`config.mk`:
```
export PLATFORM = sky130hd
export DESIGN_NAME = msx_audio_mixer
export DESIGN_NICKNAME = d
export VERILOG_FILES = /design/src/rtl/msx_mix_pkg.sv /design/src/rtl/msx_mix_dcblock.sv /design/src/rtl/msx_audio_mixer.sv
export SDC_FILE = /design/constraint.sdc
export NUM_CORES = 1
export LEC_CHECK = 0
export CAP_MARGIN = 25
export CELL_PAD_IN_SITES_DETAIL_PLACEMENT = 1
export CELL_PAD_IN_SITES_GLOBAL_PLACEMENT = 1
export CORE_ASPECT_RATIO = 1.25
export CORE_MARGIN = 4
export CORE_UTILIZATION = 40
export DETAILED_ROUTE_END_ITERATION = 16
export GPL_TIMING_DRIVEN = 1
export PLACE_DENSITY = 0.81
export SETUP_SLACK_MARGIN = 0.4
export SKIP_LAST_GASP = 1
export SYNTH_ARGS = -nofsm -noshare
export SYNTH_HDL_FRONTEND = slang
export SYNTH_HIERARCHICAL = 1
export SYNTH_SLANG_ARGS = --single-unit
```
`constraint.sdc`:
```
create_clock -name clk_sys -period 7.4 [get_ports clk_sys]
set_input_delay 1.85 -clock clk_sys [delete_from_list [all_inputs] [get_ports clk_sys]]
set_output_delay 1.85 -clock clk_sys [all_outputs]
set_load 0.01 [all_outputs]
```
`src/rtl/msx_mix_pkg.sv`:
```
// Shared types and helpers for the msx_audio_mixer slice: pass FSM states,
// gain scaling constant and a generic signed saturation helper.
package msx_mix_pkg;

  typedef enum logic [2:0] {
    IDLE  = 3'd0,
    ACCUM = 3'd1,
    SAT   = 3'd2,
    FILT  = 3'd3,
    OUT   = 3'd4
  } mix_state_t;

  // Gain is fixed-point with three fractional bits (8 = unity).
  localparam int GAIN_SHIFT = 3;
  localparam int SAT_W      = 64;

  typedef struct packed {
    logic signed [SAT_W-1:0] value;
    logic                    clip;
  } sat_t;

  function automatic sat_t sat_to_width(input logic signed [SAT_W-1:0] value,
                                        input int width);
    logic signed [SAT_W-1:0] max_v;
    logic signed [SAT_W-1:0] min_v;
    sat_t res;
    max_v     = (64'sd1 <<< (width - 1)) - 64'sd1;
    min_v     = -max_v - 64'sd1;
    res.value = value;
    res.clip  = 1'b0;
    if (value > max_v) begin
      res.value = max_v;
      res.clip  = 1'b1;
    end else if (value < min_v) begin
      res.value = min_v;
      res.clip  = 1'b1;
    end
    return res;
  endfunction

endpackage

```
`src/rtl/msx_mix_dcblock.sv`:
```
// One side of the optional DC-blocking high-pass filter; history advances only
// when en is high (once per completed mix pass).
module msx_mix_dcblock
  import msx_mix_pkg::*;
#(
  parameter int OUT_W = 16,
  parameter int DC_K  = 8
) (
  input  logic                    clk_sys,
  input  logic                    reset_n,
  input  logic                    en,
  input  logic signed [OUT_W-1:0] x,
  output logic signed [OUT_W-1:0] y,
  output logic                    clip
);

  localparam int INT_W = OUT_W + DC_K;

  logic signed [OUT_W-1:0] x_prev;
  logic signed [INT_W-1:0] y_prev;
  logic signed [INT_W-1:0] y_full;
  sat_t                    y_sat;
  logic                    unused_hi;

  always_comb begin
    y_full = INT_W'(x) - INT_W'(x_prev) + y_prev - (y_prev >>> DC_K);
    y_sat  = sat_to_width(SAT_W'(y_full), OUT_W);
    y      = y_sat.value[OUT_W-1:0];
    clip   = y_sat.clip;
  end

  assign unused_hi = ^y_sat.value[SAT_W-1:OUT_W];

  // History stores the saturated output so the recursion stays bounded.
  always_ff @(posedge clk_sys or negedge reset_n) begin
    if (!reset_n) begin
      x_prev <= '0;
      y_prev <= '0;
    end else if (en) begin
      x_prev <= x;
      y_prev <= INT_W'(y);
    end
  end

endmodule

```
`src/rtl/msx_audio_mixer.sv`:
```
// N-channel time-multiplexed audio mixer with per-channel format, gain and L/R
// routing. Optional DC-block filter stage enabled by MIX_DC_FILTER_EN.
module msx_audio_mixer
  import msx_mix_pkg::*;
#(
  parameter int NCH    = 4,
  parameter int CH_W   = 16,
  parameter int GAIN_W = 5,
  parameter int OUT_W  = 16,
  parameter int DC_K   = 8
) (
  input  logic                    clk_sys,
  input  logic                    reset_n,
  input  logic                    sample_stb,
  input  logic [NCH*CH_W-1:0]     ch_data,
  input  logic [NCH-1:0]          ch_signed,
  input  logic [NCH*GAIN_W-1:0]   ch_gain,
  input  logic [NCH*2-1:0]        ch_route,
  input  logic                    clip_clr,
  output logic [OUT_W-1:0]        audio_l,
  output logic [OUT_W-1:0]        audio_r,
  output logic                    out_valid,
  output logic                    busy,
  output logic                    clip_l,
  output logic                    clip_r,
  output logic                    overrun,
  output logic [2:0]              dbg_state
);

  // Handshake: sample_stb is accepted only in a cycle where busy is low;
  // out_valid is a single-cycle pulse with no backpressure, and audio_l/r hold
  // until the next pulse.

  localparam int P_W   = CH_W + GAIN_W + 1;
  localparam int ACC_W = P_W + $clog2(NCH);
  localparam int IDX_W = (NCH > 1) ? $clog2(NCH) : 1;
  localparam logic [IDX_W-1:0] LAST_IDX = IDX_W'(NCH - 1);

  mix_state_t state, state_nxt;

  logic [IDX_W-1:0]        idx;
  logic [NCH*CH_W-1:0]     data_q;
  logic [NCH-1:0]          sig_q;
  logic [NCH*GAIN_W-1:0]   gain_q;
  logic [NCH*2-1:0]        route_q;
  logic signed [ACC_W-1:0] acc_l, acc_r;

  logic [CH_W-1:0]         cur_data;
  logic [CH_W-1:0]         x_conv;
  logic [GAIN_W-1:0]       cur_gain;
  logic                    cur_to_l, cur_to_r;
  logic signed [P_W-1:0]   x_ext, g_ext, prod;
  logic signed [ACC_W-1:0] sh_l, sh_r;
  sat_t                    sat_l, sat_r;
  logic [OUT_W-1:0]        res_l, res_r;
  logic                    load_out;
  logic                    clip_ev_l, clip_ev_r;
  logic                    filt_clip_l, filt_clip_r;
  logic                    ov_set;
  logic                    unused_sat;

  // Per-channel operand select and multiply for the channel under idx.
  always_comb begin
    cur_data = data_q[int'(idx)*CH_W +: CH_W];
    cur_gain = gain_q[int'(idx)*GAIN_W +: GAIN_W];
    cur_to_l = route_q[2*int'(idx)+1];
    cur_to_r = route_q[2*int'(idx)];
    x_conv   = sig_q[idx] ? cur_data : {~cur_data[CH_W-1], cur_data[CH_W-2:0]};
    x_ext    = P_W'($signed(x_conv));
    g_ext    = P_W'(cur_gain);
    prod     = x_ext * g_ext;
  end

  always_comb begin
    sh_l  = acc_l >>> GAIN_SHIFT;
    sh_r  = acc_r >>> GAIN_SHIFT;
    sat_l = sat_to_width(SAT_W'(sh_l), OUT_W);
    sat_r = sat_to_width(SAT_W'(sh_r), OUT_W);
  end

  assign unused_sat = ^{sat_l.value[SAT_W-1:OUT_W], sat_r.value[SAT_W-1:OUT_W]};

`ifdef MIX_DC_FILTER_EN
  logic signed [OUT_W-1:0] sat_q_l, sat_q_r, y_l, y_r;
  logic                    fclip_l, fclip_r;

  always_ff @(posedge clk_sys or negedge reset_n) begin
    if (!reset_n) begin
      sat_q_l <= '0;
      sat_q_r <= '0;
    end else if (state == SAT) begin
      sat_q_l <= sat_l.value[OUT_W-1:0];
      sat_q_r <= sat_r.value[OUT_W-1:0];
    end
  end

  msx_mix_dcblock #(.OUT_W(OUT_W), .DC_K(DC_K)) u_dc_l (
    .clk_sys (clk_sys),
    .reset_n (reset_n),
    .en      (state == FILT),
    .x       (sat_q_l),
    .y       (y_l),
    .clip    (fclip_l)
  );

  msx_mix_dcblock #(.OUT_W(OUT_W), .DC_K(DC_K)) u_dc_r (
    .clk_sys (clk_sys),
    .reset_n (reset_n),
    .en      (state == FILT),
    .x       (sat_q_r),
    .y       (y_r),
    .clip    (fclip_r)
  );

  assign load_out    = (state == FILT);
  assign res_l       = y_l;
  assign res_r       = y_r;
  assign filt_clip_l = (state == FILT) && fclip_l;
  assign filt_clip_r = (state == FILT) && fclip_r;
`else
  logic unused_dc_k;

  assign unused_dc_k = (DC_K > 0);
  assign load_out    = (state == SAT);
  assign res_l       = sat_l.value[OUT_W-1:0];
  assign res_r       = sat_r.value[OUT_W-1:0];
  assign filt_clip_l = 1'b0;
  assign filt_clip_r = 1'b0;
`endif

  assign clip_ev_l = ((state == SAT) && sat_l.clip) || filt_clip_l;
  assign clip_ev_r = ((state == SAT) && sat_r.clip) || filt_clip_r;
  assign ov_set    = sample_stb && (state != IDLE);

  always_comb begin
    state_nxt = state;
    unique case (state)
      IDLE:    if (sample_stb) state_nxt = ACCUM;
      ACCUM:   if (idx == LAST_IDX) state_nxt = SAT;
`ifdef MIX_DC_FILTER_EN
      SAT:     state_nxt = FILT;
`else
      SAT:     state_nxt = OUT;
`endif
      FILT:    state_nxt = OUT;
      OUT:     state_nxt = IDLE;
      default: state_nxt = IDLE;
    endcase
  end

  always_ff @(posedge clk_sys or negedge reset_n) begin
    if (!reset_n) state <= IDLE;
    else          state <= state_nxt;
  end

  always_ff @(posedge clk_sys or negedge reset_n) begin
    if (!reset_n) begin
      idx     <= '0;
      data_q  <= '0;
      sig_q   <= '0;
      gain_q  <= '0;
      route_q <= '0;
      acc_l   <= '0;
      acc_r   <= '0;
      audio_l <= '0;
      audio_r <= '0;
      clip_l  <= 1'b0;
      clip_r  <= 1'b0;
      overrun <= 1'b0;
    end else begin
      if (state == IDLE && sample_stb) begin
        data_q  <= ch_data;
        sig_q   <= ch_signed;
        gain_q  <= ch_gain;
        route_q <= ch_route;
        acc_l   <= '0;
        acc_r   <= '0;
        idx     <= '0;
      end else if (state == ACCUM) begin
        if (cur_to_l) acc_l <= acc_l + ACC_W'(prod);
        if (cur_to_r) acc_r <= acc_r + ACC_W'(prod);
        idx <= idx + 1'b1;
      end
      if (load_out) begin
        audio_l <= res_l;
        audio_r <= res_r;
      end
      // Sticky flags: a new event in the same cycle as clip_clr wins.
      clip_l  <= clip_ev_l || (clip_l && !clip_clr);
      clip_r  <= clip_ev_r || (clip_r && !clip_clr);
      overrun <= ov_set || (overrun && !clip_clr);
    end
  end

  assign out_valid = (state == OUT);
  assign busy      = (state != IDLE);
  assign dbg_state = state;

endmodule

```
# [After elaboration in Yosys (flattened, before gate mapping)]
# Index checks and enable logic that the tools add are counted.
[word_totals] wordCells=79 out_inout_bits=40 regBits=184
[op_classes] n_mux=23 magnitude_cmp=7 reduce_logical=20 addsub=4 n_mul=2 eq_ne=7 shift=2 bitwise_logic=1
[ops] cell="$mux 24" count=6
[ops] cell="$mux 17" count=4
[ops] cell="$shiftx 64x7->16" count=1
[ops] cell="$add 24x22->24" count=2
[ops] cell="$gt 21x16->1 const B" count=2
[ops] cell="$lt 21x16->1 const B" count=2
[ops] cell="$mul 16x6->22" count=1
[ops] cell="$shiftx 20x6->5" count=1
[ops] cell="$mux 16" count=1
[ops] cell="$pmux 3 s3" count=1
[ops] cell="$logic_and 1x1->1" count=7
[ops] cell="$eq 3x2->1 const B" count=2
[ops] cell="$mux 3" count=2
[ops] cell="$reduce_and 2->1" count=3
[ops] cell="$reduce_bool 2->1" count=3
[ops] cell="$mul 2x3->5 const B" count=1
[ops] cell="$add 3x1->4 const B" count=1
[ops] cell="$bmux 1 s2" count=2
[ops] cell="$lt 3x4->1 const B" count=1
[ops] cell="$lt 4x4->1 const B" count=1
[ops] cell="$mux 1" count=4
[ops] cell="$mux 2" count=2
[ops] cell="$ne 2x2->1 const B" count=2
[ops] cell="$bmux 1 s3" count=1
[ops] cell="other kinds (11)" count=13

# [Longest topological paths before layout]
# Gate-level depths: netlist of run 1.
[logic_depth] word_depth=8 mapped_depth=29 depth_no_buf=27

# [Least setup slack after synthesis of run 1]
# No wires, ideal clock.
[synth_path] path_kind="flip-flop to flip-flop" from="reg idx[0]" to="reg acc_l[23]" path_buffers=3 required_time_ps=7334 stages_incl_launch_ff=29 slack_ps=248 t_arrival_ps=7086 setup_time_ps=66 synth_period_minus_slack_ps=7152 path_cell_list="dfrtp_1 > buf_6 > clkbuf_1 > buf_2 > mux4_2 > and2_1 > fa_1 > inv_1 > fa_1 > fa_1 > inv_1 > ha_1 > a21oi_1 > o21bai_1 > a21boi_0 > o31ai_1 > a21oi_1 > nand3_1 > a31o_2 > a21oi_1 > xnor2_1 > ha_1 > a21o_1 > a21o_1 > or3_1 > o211ai_1 > xnor2_1 > or4_1 > nand2_1"
[synth_between] elab_chain_cells=8 word_cells_on_any_way=18 classes_between="add/sub: 2; mul: 2; shift: 2; mux: 9; bitwise: 1; reduce/logical: 2"
[synth_lines] element="start: declaration" line_no="msx_audio_mixer.sv:41" rtl="logic [IDX_W-1:0] idx;"
[synth_lines] element="start signal: assignment" line_no="msx_audio_mixer.sv:182" rtl="idx <= idx + 1'b1;"
[synth_lines] element="branches (longest 8 deep; another with $add 24x22->24)"
[synth_lines] element="end signal: assignment" line_no="msx_audio_mixer.sv:180" rtl="if (cur_to_l) acc_l <= acc_l + ACC_W'(prod);"
[synth_lines] element="end: declaration" line_no="msx_audio_mixer.sv:46" rtl="logic signed [ACC_W-1:0] acc_l, acc_r;"
# Several ways; the timed one is not identified. The select of a mux whose other input is x is not followed.
# A chain may end at the register's enable or synchronous reset.

# [Worst setup path after layout of run 1]
[layout_path] from="reg idx[0]" to="reg acc_r[23]"
[layout_between] elab_chain_cells=8 word_cells_on_any_way=16 classes_between="add/sub: 1; mul: 2; shift: 2; mux: 8; bitwise: 1; reduce/logical: 2"
[layout_lines] element="branches (longest 8 deep; another with $add 24x22->24)"
[layout_lines] element="end signal: assignment" line_no="msx_audio_mixer.sv:181" rtl="if (cur_to_r) acc_r <= acc_r + ACC_W'(prod);"
[layout_lines] element="end: declaration" line_no="msx_audio_mixer.sv:46"
# Several ways; the timed one is not identified. The select of a mux whose other input is x is not followed.

==> results of run 1 <==
[metal layers]
layer,routed length (um),track usage,share of wire,vias up
met5,0,0,0,-
met1,14400,0.240,0.42,5170
met4,949,0.0722,0.028,0
met2,17900,0.382,0.52,205
met3,985,0.0233,0.029,68
li1,-,-,-,4974
[worst reg2reg max path: cells and delay by family (launching register included)]
| family | cells | cell delay, ns |
|---|---|---|
| XOR/XNOR | 2 | 0.26 |
| multiplexers | 1 | 0.58 |
| AO/OA/AOI/OAI | 11 | 2.12 |
| flip-flops | 1 | 0.43 |
| buffers and inverters | 5 | 0.58 |
| AND/OR/NAND/NOR | 4 | 0.70 |
| adder cells (fa/ha/maj) | 5 | 2.04 |
[worst paths after layout]
kind | start | to | slack [ns] | cells past startpoint
worst max-delay path | idx[0] | acc_r[23] | 0.57 | 28
max in group asynchronous | reset_n | acc_l[20] | 4.81 | 3
worst min-delay path | data_q[43] | data_q[43] | 0.47 | 2
worst max register to register | idx[0] | acc_r[23] | 0.57 | 28
worst min register to register | data_q[43] | data_q[43] | 0.47 | 2
min in group asynchronous | reset_n | sig_q[2] | 1.31 | 1
[metrics by stage]
stage | setup slack, ns | util | cells | area [sq um] | hold WS [ns]
floorplan | 0.507 | - | 1418 | 12500 | 0.437
global placement | 0.353 | 0.464 | 1925 | 14400 | 0.453
detailed placement | 0.00613 | 0.464 | 1925 | 14400 | 0.457
CTS | 0.401 | 0.485 | 1963 | 15000 | 0.474
global route | 0.316 | 0.493 | 1979 | 15300 | 0.504
finish | 0.569 | 0.493 | 1979 | 15300 | 0.468
[cell type report]
| type | count | area [sq um] |
|---|---|---|
| Fill cell | 3632 | 15700 |
| Multi-Input combinational cell | 1065 | 7430 |
| Sequential cell | 184 | 4610 |
| Timing Repair Buffer | 179 | 1720 |
| Tap cell | 407 | 509 |
| Clock buffer | 18 | 439 |
| Inverter | 113 | 424 |
| Clock inverter | 13 | 161 |
[flip-flops by register name (all words and copies together) (netlist names)]
register   flops
sig_q          4
clip_r         1
data_q        64
acc_r         24
audio_r       16
overrun        1
audio_l       16
idx            2
acc_l         24
gain_q        20
dbg_state      3
clip_l         1
route_q        8
[logic make-up after synthesis]
| kind of cell | after synthesis | synth area share |
|---|---|---|
| AO/OA/AOI/OAI | 244 | 0.117 |
| XOR/XNOR | 55 | 0.0384 |
| buffers and inverters | 169 | 0.0513 |
| multiplexers | 34 | 0.0509 |
| adder cells (fa/ha/maj) | 139 | 0.169 |
| AND/OR/NAND/NOR | 593 | 0.207 |
| flip-flops | 184 | 0.367 |
[layout by cell type, fill, tap and decap left out, types with 18 or more instances in the layout]
cell / instances
inv_1: 112
mux4_2: 21
nor3_1: 22
xnor2_1: 35
nor2_1: 104
clkdlybuf4s50_1: 138
buf_4: 37
xor2_1: 18
ha_1: 89
a21oi_1: 114
o21ai_0: 34
and2_1: 76
fa_1: 50
nand2_1: 324
nand3_1: 23
dfrtp_1: 183
[repair_timing]
action                     4_1_cts  5_1_grt
gates resized for setup          4       26
pin swaps                        2       11
setup endpoints to repair        5        9
hold buffers                     0        0
cloned                           0        0
setup buffers                    7       14
==> reports/metrics.yaml, run 1 <==
run_status:
  outcome: "complete, no violations"
floorplanning:
  die_area_sq_mm: 0.0343
  core_sq_mm: 0.0310
  ios: 140
  die_w_um: 166
  die_y_um: 206
  rows: 72
  start_util: 0.405
global_routing:
  grt_max_degree: 103
  grt_pass1_vias: 11600
  grt_pass1_wl_um: 57300
  grt_usage: 0.203
  grt-ovfl-total: 0
  antenna_found_initial: 0
yosys:
  synth_area_sq_mm: 0.0125
  synth_cell_type_count: 58
  synth_top_area_frac: 0.367
  synth.avg_cell_area_sq_um: 8.84
  seq_area_frac_synth: 0.367
  ys.flop_type: "dfrtp_1"
  synth_edf_count: 0
  netlist_instances: 1418
  syn-num-nets: 1657
  async_flop_share: 1.00
  synth_common_cells: "nand2_1 (325), dfrtp_1 (184), a21oi_1 (120), inv_1 (113), nor2_1 (104)"
  ys_warn_count: 6
  yosysMostFrequentCell: "nand2_1"
  ys_ff_latch: 184
  synth_top_cells_by_area: "dfrtp_1 (37%), nand2_1 (9.7%), ha_1 (8.9%)"
  yosys.area.top_type: "dfrtp_1"
clock_tree:
  tritoncts: "built"
  cts_root_buf: "clkbuf_16"
  clock-sinks: 184
  h-tree-depth: 4
  clkTransAtPathRegs_ns: 0.07
  numCtsBuffers: 17
  clkLatencyLatePin_ns: 0.45
  clockBufferDepth: 2
critical_path:
  cp.required_ns: 7.71
  path_delay_family: "compound AO/OA/AOI/OAI gates"
  cp_data_arrival_time_ns: 7.14
  slowest_stage: "mux4_2"
  cp_slowest_stage_delay_ns: 0.58
  startpoint_type: "flop"
  critPathBufInv: 5
  path_class: "reg2reg"
  path_max_fanout: 5
  end_kind: "flop"
  path_common_cell: "ha_1"
finish:
  drive_above_1_share: 0.0789
  area_delta_synth_final_pct: 21.8
  final_nets: 1799
  diodes: 0
placed_design:
  port_buffers: 139
  hpwl_um: 25200
  place_congestion: 0.873
sta:
  max_freq_mhz: 146
  min_period_ns: 6.83
  fin_worst_skew_ns: 0.0137
  timing.final.setup_violations: 0
  finalSetupTns_ns: 0
  rsz0062_at_grt: "false"
  slew-limit-headroom: 0.407
  timing.final.crit_share: 0.923
  maxSlewViolCount: 0
  worst_pin_slew_ns: 0.887
  hold_viol_final: 0
detailed_routing:
  first_pass_iters: 5
  wl_per_cell_um: 17.3
  wirelength_um: 34300
  avgViaCountPerCell: 5.26
  dr.first_iter.drc_count: 397
  ant_nets: 0
  drc: 0
  num_vias: 10400
flow_run:
  cap_violations: 0
min_path:
  worstHoldPathType: "reg2reg"
Power of run 1 is left out: the tool's default activity adds up to more than one toggle a clock period on the data nets, which glitch-free logic cannot reach.
==> inputs of run 2 (changes only) <==
--- a/config.mk
+++ b/config.mk
@@ -5,6 +5,7 @@
 export SDC_FILE = /design/constraint.sdc
 export NUM_CORES = 1
 export LEC_CHECK = 0
+export ABC_CLOCK_PERIOD_IN_PS = 7400
 export CAP_MARGIN = 25
 export CELL_PAD_IN_SITES_DETAIL_PLACEMENT = 1
 export CELL_PAD_IN_SITES_GLOBAL_PLACEMENT = 1
==> results of run 2 <==
Same layout as run 1: the final DEF is identical, and so are final timing and power.
Power of run 2 is left out for the same reason.
==> inputs of run 3 (changes only) <==
--- a/config.mk
+++ b/config.mk
@@ -5,7 +5,7 @@
 export SDC_FILE = /design/constraint.sdc
 export NUM_CORES = 1
 export LEC_CHECK = 0
-export ABC_CLOCK_PERIOD_IN_PS = 7400
+export ABC_CLOCK_PERIOD_IN_PS = 6300
 export CAP_MARGIN = 25
 export CELL_PAD_IN_SITES_DETAIL_PLACEMENT = 1
 export CELL_PAD_IN_SITES_GLOBAL_PLACEMENT = 1
@@ -14,9 +14,8 @@
 export CORE_UTILIZATION = 40
 export DETAILED_ROUTE_END_ITERATION = 16
 export GPL_TIMING_DRIVEN = 1
-export PLACE_DENSITY = 0.81
+export PLACE_DENSITY = 0.78
 export SETUP_SLACK_MARGIN = 0.4
-export SKIP_LAST_GASP = 1
 export SYNTH_ARGS = -nofsm -noshare
 export SYNTH_HDL_FRONTEND = slang
 export SYNTH_HIERARCHICAL = 1
==> constraint.sdc (replaced) <==
create_clock -name clk_sys -period 6.3 [get_ports clk_sys]
set_input_delay 1.575 -clock clk_sys [delete_from_list [all_inputs] [get_ports clk_sys]]
set_output_delay 1.575 -clock clk_sys [all_outputs]
set_load 0.01 [all_outputs]
==> reports/metrics.yaml, run 3 (synthesis results as in run 1) <==
clock_tree:
  clkTransAtPathRegs_ns: 0.07
  cts-hold-fix-buffers: 0
  clock-sinks: 184
  cts_root_buf: "clkbuf_16"
  numCtsBuffers: 17
  clkLatencyLatePin_ns: 0.46
  tritoncts: "built"
  h-tree-depth: 4
  clockBufferDepth: 2
sta:
  slew-limit-headroom: 0.291
  max_freq_mhz: 145
  worst_pin_slew_ns: 1.06
  rsz0062_at_grt: "true"
  timing.final.crit_share: 1.09
  hold_viol_final: 0
  maxSlewViolCount: 0
  min_period_ns: 6.89
  fin_worst_skew_ns: 0.0176
  worst_slack_ns: -0.592
  timing.final.setup_violations: 21
floorplanning:
  die_y_um: 206
  ios: 140
  core_sq_mm: 0.0310
  rows: 72
  start_util: 0.405
  die_w_um: 166
  die_area_sq_mm: 0.0343
flow_run:
  cap_violations: 0
run_status:
  violations: "setup timing"
  outcome: "finished with violations"
critical_path:
  slowest_stage: "fa_1"
  path_max_fanout: 5
  cp.required_ns: 6.64
  end_kind: "flop"
  path_class: "reg2reg"
  cp_data_arrival_time_ns: 7.23
  cp_slowest_stage_delay_ns: 0.57
  startpoint_type: "flop"
finish:
  largest_registers: "data_q x64, acc_l x24, acc_r x24"
  final_nets: 1921
  finalInstanceArea_sq_mm: 0.0170
  diodes: 0
  area_delta_synth_final_pct: 35.4
  largest_reg_flops: 64
  regMostFlops: "data_q"
  final_common_cell: "nand2_1"
  layout_common_cells: "nand2_1 (317), dfrtp_1 (183), clkdlybuf4s50_1 (138)"
  fillers: 3514
  drive_above_1_share: 0.216
detailed_routing:
  ant_nets: 0
  wirelength_um: 44400
  dr.first_iter.drc_count: 676
  first_pass_iters: 5
  avgViaCountPerCell: 5.49
  drc: 0
  wl_per_cell_um: 21.1
  num_vias: 11500
placed_design:
  place_area_sq_mm: 0.0151
  port_buffers: 139
  hpwl_um: 26500
  place_congestion: 0.874
global_routing:
  grt_pass1_wl_um: 63000
  grt_pass1_vias: 12300
  grt-ovfl-total: 0
  grt_max_degree: 100
  antenna_found_initial: 0
  grt_usage: 0.224
min_path:
  worstHoldPathType: "reg2reg"
## run 3: cell count changes in the layout (fill, tap and decap cells not counted), sizes merged
cell | before | now
bufinv | 2 | 1
clkinv | 1 | 3
clkinvlp | 4 | 3
buf | 40 | 163
clkbuf | 19 | 17
## run 3: final timing paths
check	startpoint	cells past startpoint	slack [ns]	end
min	data_q[30]	2	0.48	data_q[30]
max in group asynchronous	reset_n	2	3.75	acc_l[20]
min in group asynchronous	reset_n	1	1.21	audio_r[9]
max reg2reg	idx[0]	29	-0.59	acc_r[23]
min reg2reg	data_q[30]	2	0.48	data_q[30]
max	idx[0]	29	-0.59	acc_r[23]
## run 3: per-stage QoR
stage / instances / hold slack (ns) / worst slack (ns) / util / TNS (ns)
after floorplan: 1418 / 0.437 / 0.0672 / - / 0
after global placement: 2011 / 0.453 / -0.166 / 0.487 / -0.372
after detailed placement: 2012 / 0.462 / -0.364 / 0.487 / -1.26
after CTS: 2069 / 0.481 / -0.159 / 0.526 / -0.200
after global routing: 2100 / 0.504 / -0.768 / 0.548 / -8.64
final: 2100 / 0.477 / -0.592 / 0.548 / -4.25
## run 3: metal layers
metal,vias up,global-route usage,wire length [um],part of all wire
li1,5213,-,-,-
met1,5811,0.265,16800,0.38
met2,357,0.425,24000,0.54
met3,146,0.0268,1670,0.038
met4,0,0.0678,2030,0.046
met5,-,0,0,0
## run 3: cell type report
cell class	instances	area [sq um]	area share
Clock buffer	17	425	0.0251
Sequential cell	184	4610	0.271
Multi-Input combinational cell	1065	8140	0.480
Timing Repair Buffer	301	2730	0.161
Clock inverter	13	143	0.00840
Inverter	113	424	0.0250
Tap cell	407	509	0.0300
## run 3: worst max-delay path: cells and delay by family (launching register included)
kind                     cells  cell delay [ns]
AO/OA/AOI/OAI                9             1.95
flip-flops                   1             0.41
XOR/XNOR                     2             0.33
buffers and inverters        7             0.85
AND/OR/NAND/NOR              5             0.59
multiplexers                 1             0.55
adder cells (fa/ha/maj)      5             2.07
## run 3: what timing repair did
action                                  CTS  global route
pin swaps                                56           100
endpoints found under the setup margin   23            27
setup buffers                            26            31
resized for setup                        99           103
cloned                                    1             0
Power of run 3 is left out for the same reason.
